`src/rtl/fifo_rx_stream_adapter_if.sv`:
```
// rtl/fifo_rx_stream_adapter_if.sv - FIFO read port and output stream grouped for the rx adapter
interface fifo_rx_stream_adapter_if #(
    parameter int DATA_WIDTH = 32
);
    logic                  empty_rx;
    logic [DATA_WIDTH-1:0] DO_rx;
    logic                  pop_rx;
    logic                  out_valid;
    logic                  out_ready;
    logic [DATA_WIDTH-1:0] out_data;

    modport master (
        input  empty_rx, DO_rx, out_ready,
        output pop_rx, out_valid, out_data
    );

    modport slave (
        output empty_rx, DO_rx, out_ready,
        input  pop_rx, out_valid, out_data
    );
endinterface

```
`src/rtl/fifo_rx_stream_adapter.sv`:
```
// rtl/fifo_rx_stream_adapter.sv - async FIFO read port to registered valid/ready stream with flush
module fifo_rx_stream_adapter #(
    parameter int DATA_WIDTH  = 32,
    parameter int CNT_WIDTH   = 16,
    parameter int FLUSH_QUIET = 4
) (
    input  logic                          clk_rx,
    input  logic                          nrst_rx,
    fifo_rx_stream_adapter_if.master      bus,
    input  logic                          flush_req,
    output logic                          flush_busy,
    output logic [CNT_WIDTH-1:0]          deliv_cnt,
    output logic [CNT_WIDTH-1:0]          drop_cnt
);
    localparam int QW = $clog2(FLUSH_QUIET + 1);

    typedef enum logic {ST_RUN, ST_FLUSH} state_t;

    state_t                state_q, state_d;
    logic [1:0]            cnt_q, cnt_d;
    logic                  head_q, head_d;
    logic                  tail_q, tail_d;
    logic [DATA_WIDTH-1:0] mem_q [2];
    logic [QW-1:0]         quiet_q, quiet_d;
    logic [CNT_WIDTH-1:0]  deliv_q, deliv_d;
    logic [CNT_WIDTH-1:0]  drop_q, drop_d;
    logic                  pop, hs, wr_en;
    logic [CNT_WIDTH+1:0]  drop_sum;

    always_comb begin
        state_d  = state_q;
        cnt_d    = cnt_q;
        head_d   = head_q;
        tail_d   = tail_q;
        quiet_d  = quiet_q;
        deliv_d  = deliv_q;
        drop_d   = drop_q;
        pop      = 1'b0;
        hs       = 1'b0;
        wr_en    = 1'b0;
        drop_sum = '0;
        case (state_q)
            ST_RUN: begin
                // Pop depends only on occupancy and empty_rx, keeping out_ready off the FIFO path.
                pop = ~bus.empty_rx & (cnt_q != 2'd2);
                hs  = (cnt_q != 2'd0) & bus.out_ready;
                if (flush_req) begin
                    state_d  = ST_FLUSH;
                    cnt_d    = 2'd0;
                    head_d   = 1'b0;
                    tail_d   = 1'b0;
                    quiet_d  = '0;
                    drop_sum = {2'b00, drop_q} + {{CNT_WIDTH{1'b0}}, cnt_q}
                             + {{(CNT_WIDTH+1){1'b0}}, pop};
                    if (drop_sum > {2'b00, {CNT_WIDTH{1'b1}}})
                        drop_d = '1;
                    else
                        drop_d = drop_sum[CNT_WIDTH-1:0];
                end else begin
                    wr_en = pop;
                    if (pop) tail_d = ~tail_q;
                    if (hs) begin
                        head_d  = ~head_q;
                        deliv_d = deliv_q + 1'b1;
                    end
                    cnt_d = cnt_q + {1'b0, pop} - {1'b0, hs};
                end
            end
            ST_FLUSH: begin
                pop = ~bus.empty_rx;
                if (pop && (drop_q != {CNT_WIDTH{1'b1}}))
                    drop_d = drop_q + 1'b1;
                if (flush_req || !bus.empty_rx)
                    quiet_d = '0;
                else
                    quiet_d = quiet_q + 1'b1;
                if (quiet_d == QW'(FLUSH_QUIET)) begin
                    state_d = ST_RUN;
                    quiet_d = '0;
                end
            end
            default: state_d = ST_RUN;
        endcase
    end

    always_ff @(posedge clk_rx or negedge nrst_rx) begin
        if (!nrst_rx) begin
            state_q  <= ST_RUN;
            cnt_q    <= 2'd0;
            head_q   <= 1'b0;
            tail_q   <= 1'b0;
            mem_q[0] <= '0;
            mem_q[1] <= '0;
            quiet_q  <= '0;
            deliv_q  <= '0;
            drop_q   <= '0;
        end else begin
            state_q <= state_d;
            cnt_q   <= cnt_d;
            head_q  <= head_d;
            tail_q  <= tail_d;
            quiet_q <= quiet_d;
            deliv_q <= deliv_d;
            drop_q  <= drop_d;
            if (wr_en) mem_q[tail_q] <= bus.DO_rx;
        end
    end

    // Gating with nrst_rx keeps the pop strobe low for the whole reset window.
    assign bus.pop_rx    = nrst_rx & pop;
    assign bus.out_valid = (state_q == ST_RUN) & (cnt_q != 2'd0);
    assign bus.out_data  = mem_q[head_q];
    assign flush_busy    = (state_q == ST_FLUSH);
    assign deliv_cnt     = deliv_q;
    assign drop_cnt      = drop_q;
endmodule

```
`src/flat_wrapper.sv`:
```
// flat-port wrapper written by rule: the top's interface ports become plain ports
module fifo_rx_stream_adapter_flat 
#(
    parameter int DATA_WIDTH  = 32,
    parameter int CNT_WIDTH   = 16,
    parameter int FLUSH_QUIET = 4
)
  (clk_rx, nrst_rx, flush_req, flush_busy, deliv_cnt, drop_cnt, bus_empty_rx, bus_DO_rx, bus_out_ready, bus_pop_rx, bus_out_valid, bus_out_data);
  fifo_rx_stream_adapter_if #(.DATA_WIDTH(DATA_WIDTH)) bus_i ();
  input  logic clk_rx;
  input  logic nrst_rx;
  input  logic flush_req;
  output logic flush_busy;
  output logic [CNT_WIDTH-1:0] deliv_cnt;
  output logic [CNT_WIDTH-1:0] drop_cnt;
  input wire logic [$bits(bus_i.empty_rx)-1:0] bus_empty_rx;
  input wire logic [$bits(bus_i.DO_rx)-1:0] bus_DO_rx;
  input wire logic [$bits(bus_i.out_ready)-1:0] bus_out_ready;
  output wire logic [$bits(bus_i.pop_rx)-1:0] bus_pop_rx;
  output wire logic [$bits(bus_i.out_valid)-1:0] bus_out_valid;
  output wire logic [$bits(bus_i.out_data)-1:0] bus_out_data;
  assign bus_i.empty_rx = bus_empty_rx;
  assign bus_i.DO_rx = bus_DO_rx;
  assign bus_i.out_ready = bus_out_ready;
  assign bus_pop_rx = bus_i.pop_rx;
  assign bus_out_valid = bus_i.out_valid;
  assign bus_out_data = bus_i.out_data;
  fifo_rx_stream_adapter #(.DATA_WIDTH(DATA_WIDTH), .CNT_WIDTH(CNT_WIDTH), .FLUSH_QUIET(FLUSH_QUIET)) u_core (.clk_rx(clk_rx), .nrst_rx(nrst_rx), .bus(bus_i), .flush_req(flush_req), .flush_busy(flush_busy), .deliv_cnt(deliv_cnt), .drop_cnt(drop_cnt));
endmodule
```
`config.mk`:
```
export PLATFORM = sky130hd
export DESIGN_NAME = fifo_rx_stream_adapter_flat
export DESIGN_NICKNAME = d
export VERILOG_FILES = /design/src/rtl/fifo_rx_stream_adapter_if.sv /design/src/rtl/fifo_rx_stream_adapter.sv /design/src/flat_wrapper.sv
export SDC_FILE = /design/constraint.sdc
export NUM_CORES = 1
export LEC_CHECK = 0
export ABC_AREA = 1
export CORE_ASPECT_RATIO = 0.7
export CORE_MARGIN = 1
export CORE_UTILIZATION = 48
export DETAILED_ROUTE_END_ITERATION = 12
export GPL_ROUTABILITY_DRIVEN = 0
export PLACE_DENSITY = 0.77
export SYNTH_ARGS = -nofsm -noshare
export SYNTH_HDL_FRONTEND = slang
export SYNTH_SLANG_ARGS = --single-unit
```
`constraint.sdc`:
```
create_clock -name clk_rx -period 2.36 [get_ports clk_rx]
set_input_delay 0.472 -clock clk_rx [delete_from_list [all_inputs] [get_ports clk_rx]]
set_output_delay 0.472 -clock clk_rx [all_outputs]
set_load 0.01 [all_outputs]
```
Word-level counts from Yosys, hierarchy flattened
Cells that the tools add are included.
Widths: inputs -> output; s select.
- bitwise gates (word level): 11
- shifts and indexed selects: 0
- equality and inequality tests: 5
- mux-type cells: 26
- $lt $le $gt $ge: 4
- add/sub/neg operators: 7
- div/mod/pow operators: 0
- multiply operators: 0
- reduce and logical (&&, ||, !) cells: 11
- operators with widths (cell ; number):
    $mux 32 ; 4
    $bwmux 64 ; 1
    $mux 16 ; 3
    $add 16x1->16 const B ; 2
    $demux 32 s1 ; 1
    $pmux 16 s2 ; 1
    $add 18x1->18 ; 1
    $gt 18x16->1 const B ; 1
    $add 16x2->17 ; 1
    $ne 16x16->1 const B ; 1
    $mux 3 ; 4
    $mux 1 ; 8
    $ne 2x2->1 const B ; 3
    $pmux 3 s2 ; 1
    $reduce_and 2->1 ; 3
    $reduce_bool 2->1 ; 3
    $not 1->1 ; 5
    $and 1x1->1 ; 4
    $ge 2x2->1 const B ; 2
    $not 1->2 ; 2
    $pmux 1 s2 ; 2
    $add 3x1->3 const B ; 1
    $eq 3x3->1 const B ; 1
    $reduce_and 3->1 ; 1
    7 further kinds ; 8
- bits in latches: 0
- output and inout port bits: 67
- register bits after elaboration: 104
- memories: 0
- ROM bits: 0
- bits in writable memories: 0

Longest topological paths before layout
- depth in word-level cells: 7
- depth in mapped cells: 16
- depth with buffers taken out: 16

Worst setup path before layout
No wires, ideal clock.
- kind: flip-flop to flip-flop
- from: reg u_core.drop_q[0] (netlist: u_core.drop_cnt[0])
- to: reg u_core.drop_q[15] (netlist: u_core.drop_cnt[15])
- path buffers: 0
- data arrival time: 2372 ps
- required time: 2283 ps
- setup time: 77 ps
- period minus slack after synthesis: 2449 ps
- stages on the path, launching flop included: 14
- slack: -89 ps
- path through: dfrtp_1 > ha_1 > fa_1 > ha_1 > nand3_1 > nor2_1 > nand3_2 > nor2_4 > nand2_2 > nor2_4 > nor2_2 > nand2_1 > nand2_1 > a21oi_1
- longest elaborated chain between the ends: 6
- elaborated cells on any way between the ends: 12
- RTL lines (element ; RTL line ; text):
    start: declaration ; fifo_rx_stream_adapter.sv:26 ; logic [CNT_WIDTH-1:0] drop_q, drop_d;
    start signal: assignment ; fifo_rx_stream_adapter.sv:104 ; drop_q <= drop_d;
    $add 16x2->17 ; fifo_rx_stream_adapter.sv:53 ; drop_sum = {2'b00, drop_q} + {{CNT_WIDTH{1'b0}}, cnt_q}
    $add 18x1->18 ; fifo_rx_stream_adapter.sv:54 ; + {{(CNT_WIDTH+1){1'b0}}, pop};
    $gt 18x16->1 ; fifo_rx_stream_adapter.sv:55 ; if (drop_sum > {2'b00, {CNT_WIDTH{1'b1}}})
    $mux 16 ; fifo_rx_stream_adapter.sv:55 ;
    $mux 16 ; fifo_rx_stream_adapter.sv:47 ; if (flush_req) begin
    $pmux 16 s2 ; fifo_rx_stream_adapter.sv:42 ; case (state_q)
Several ways; a longest one is shown, not always the timed one. The select of a mux whose other input is x is not followed.
A chain may end at the register's enable or synchronous reset.

Worst setup path after layout
- from: reg u_core.drop_q[0] (netlist: u_core.drop_cnt[0])
- to: reg u_core.drop_q[12] (netlist: u_core.drop_cnt[12])
The elaborated chain is that of the path after synthesis.

==> run metrics <==
area occupied by multi-input gates about 0.0028 sq mm; post-synthesis compound-gate area fraction 0.105; Placement Setup Slack -0.350 ns; Wirelength per Cell between 10 and 15 um; starting DRC count in detailed routing around 290; Final period util 1.03; outcome finished with violations; max-slew violation count 0; Hold/Removal Path Class input port to async pin; Final HPWL DP about 11000 um; fill cell count 950; CTS root buf clkbuf_16; register area share after synthesis 0.453; Via-to-Cell Ratio 5.25; Synth async-reset ratio 1.00; syn nets 751; first-pass GRT wire length roughly 24000 um; Chip Width between 100 and 150 um; CP max-delay cell fa_2; largest net degree at the start of global routing roughly 110; CP dominant cell by count nor2_4; clk sinks roughly 100; DRT Pass-1 Iters 5; Worst Path Max Fanout 6; # nets final around 880; diode count 0; Worst R2R Path Depth 14; Synth Instances roughly 700; top_reg_cell synth dfrtp_1; port bufs approximately 100; CTS buffer count 9; RSZ-0062 raised after global routing true; fraction of synthesized area in multiplexers 0.0627; H-tree levels 3; vias in the first global route 5067; final setup fails 15; CP required ~2.6 ns; Clock Path Buffers 2; vias between 5k and 6k; GRT Overall Usage 0.243; CP Data Arrival Time around 2.7 ns; GRT Residual Overflow 0; standard-cell rows 33; worst-path cell chain ha_4 > fa_2 > ha_4 > nand3_4 > nor2_4 > nand3_4 > nor2_4 > nand2_2 > nor2_4 > nor3_4 > buf_6 > nand2_1 > nand2_1 > o21ai_1; Synth area leaders dfrtp_1 45%, nand2_1 12%, o21ai_0 6.7%, mux2_2 6.3%, inv_1 5.4%; most numerous cell in the Yosys netlist nand2_1; area of the core 0.0117 sq mm; initial antenna violation count 0; remaining antenna violation count 0; final wirelength 14900 um; IO Count ~100; Yosys cell types 34; Max Cap Violations 0; Layout area overhead 32.7%; adder-cell share of the synthesized area 0.0231; Starting Density 0.492; CTS tree done; Syn. warnings 0; Synth Cell Area around 0.0057 sq mm; Post-Synth XOR/XNOR Area 0.0577; setup ws final -0.0755 ns; simple-gate share of the synthesized area 0.224; syn_area_per_cell 8.17 sq um; largest area contributor in the netlist dfrtp_1; Final Hold Viols 0; clock insertion delay at the later pin of the skew report 0.34 ns; drc violations 0; crit start category flip-flop; FF+latch count, synth between 100 and 150; Setup crit end kind flip-flop; failing checks negative setup slack; VDD IR-drop max ~0.4 mV; Slew @ Worst Pin 0.559 ns; height of the die 93.6 um; PD cells approximately 670 mW/mm^2; Static Leak 0.00357 uW; share of layout cells above drive strength 1 0.165; Synth top area share 0.453; register area 0.00261 sq mm; overall power ~5100 uW; FMAX 411 MHz; Worst Skew 0.00842 ns; main combinational cell family by area after synthesis simple AND/OR/NAND/NOR gates; die area approximately 0.012 sq mm; Post-synth EDFFs 0; Setup CP Type flip-flop to flip-flop; Max-slew headroom 0.627; post-layout min period approximately 2.4 ns; top cells by count, synth 182 x nand2_1, 104 x dfrtp_1, 82 x inv_1; CTS clk-pin slew, worst paths 0.08 ns; slowest stage delay, CP ~0.57 ns
## critical path, delay by kind of cell, from the launching register on
family | cells | cell delay (ns)
buffers and inverters | 1 | 0.14
adder cells (fa/ha/maj) | 3 | 0.90
flip-flops | 1 | 0.43
AND/OR/NAND/NOR | 9 | 0.79
AO/OA/AOI/OAI | 1 | 0.07
## layout by cell type (no fill, tap or decap), types with 9 or more instances in the layout
master / n
xor2_1: 21
mux2_2: 32
o21ai_1: 10
xnor2_1: 15
buf_4: 37
clkdlybuf4s50_1: 102
a21oi_1: 20
dfrtp_1: 102
nand2_2: 17
nand3_1: 27
nor2_1: 37
inv_1: 81
nand2_1: 174
nand4_1: 12
clkbuf_16: 9
o21ai_0: 77
## state kept, by name (all words and copies together) (netlist names)
register and count:
u_core.deliv_cnt 16, u_core.drop_cnt 16, u_core.cnt_q 2, u_core.mem_q 64, u_core.flush_busy 1, u_core.tail_q 1, u_core.quiet_q 3, u_core.head_q 1
## through the flow
stage / setup TNS, ns / area, sq um / utilization / hold WS (ns) / std cells
floorplan: 0 / 5760 / - / 0.176 / 704
global placement: -3.14 / 7230 / 0.619 / 0.460 / 980
detailed placement: -4.55 / 7230 / 0.619 / 0.473 / 980
CTS: -0.980 / 7580 / 0.649 / 0.279 / 998
global route: -2.28 / 7630 / 0.653 / 0.277 / 999
finish: -0.688 / 7630 / 0.653 / 0.243 / 999
## routing by layer
metal,vias to the layer above,track usage,part of all wire,wire length (um)
li1,2529,-,-,-
met4,0,0.0546,0.013,187
met2,172,0.424,0.50,7430
met5,-,0,0,0
met3,17,0.0374,0.050,740
met1,2526,0.321,0.44,6510
## final timing paths
kind	from	endpoint	slack [ns]
worst max-delay path	u_core.drop_cnt[0]$_DFFE_PN0P_	u_core.drop_cnt[12]$_DFFE_PN0P_	-0.08
worst min-delay path	nrst_rx	u_core.mem_q[19]$_DFFE_PN0P_	0.24
worst max register to register	u_core.drop_cnt[0]$_DFFE_PN0P_	u_core.drop_cnt[12]$_DFFE_PN0P_	-0.08
worst min register to register	u_core.mem_q[25]$_DFFE_PN0P_	u_core.mem_q[25]$_DFFE_PN0P_	0.49
max in group asynchronous	nrst_rx	u_core.mem_q[41]$_DFFE_PN0P_	1.70
min in group clk_rx	u_core.mem_q[25]$_DFFE_PN0P_	u_core.mem_q[25]$_DFFE_PN0P_	0.49
## where the power goes
part	internal [uW]	total, uW	switching (uW)
clock network	735	1430	696
registers	1890	2060	165
logic	704	1590	887
total	3330	5080	1750
## timing repair
item / CTS / global route
pin swaps: 1 / 0
hold buffers: 0 / 0
setup endpoints to repair: 16 / 17
setup buffers: 2 / 1
gates resized for setup: 11 / 12
## final cells by class
cell class / instances / area share
clock buffer: 10 / 0.0300
clock inverter: 6 / 0.00672
inverter: 88 / 0.0433
multi-input combinational: 489 / 0.369
sequential: 104 / 0.341
tap: 157 / 0.0257
timing repair buffer: 145 / 0.184
## cell families after synthesis
group                    Yosys count
AND/OR/NAND/NOR                  294
multiplexers                      32
AO/OA/AOI/OAI                    116
XOR/XNOR                          37
adder cells (fa/ha/maj)           10
flip-flops                       104
buffers and inverters            111
(Power assumes the default switching activity.)
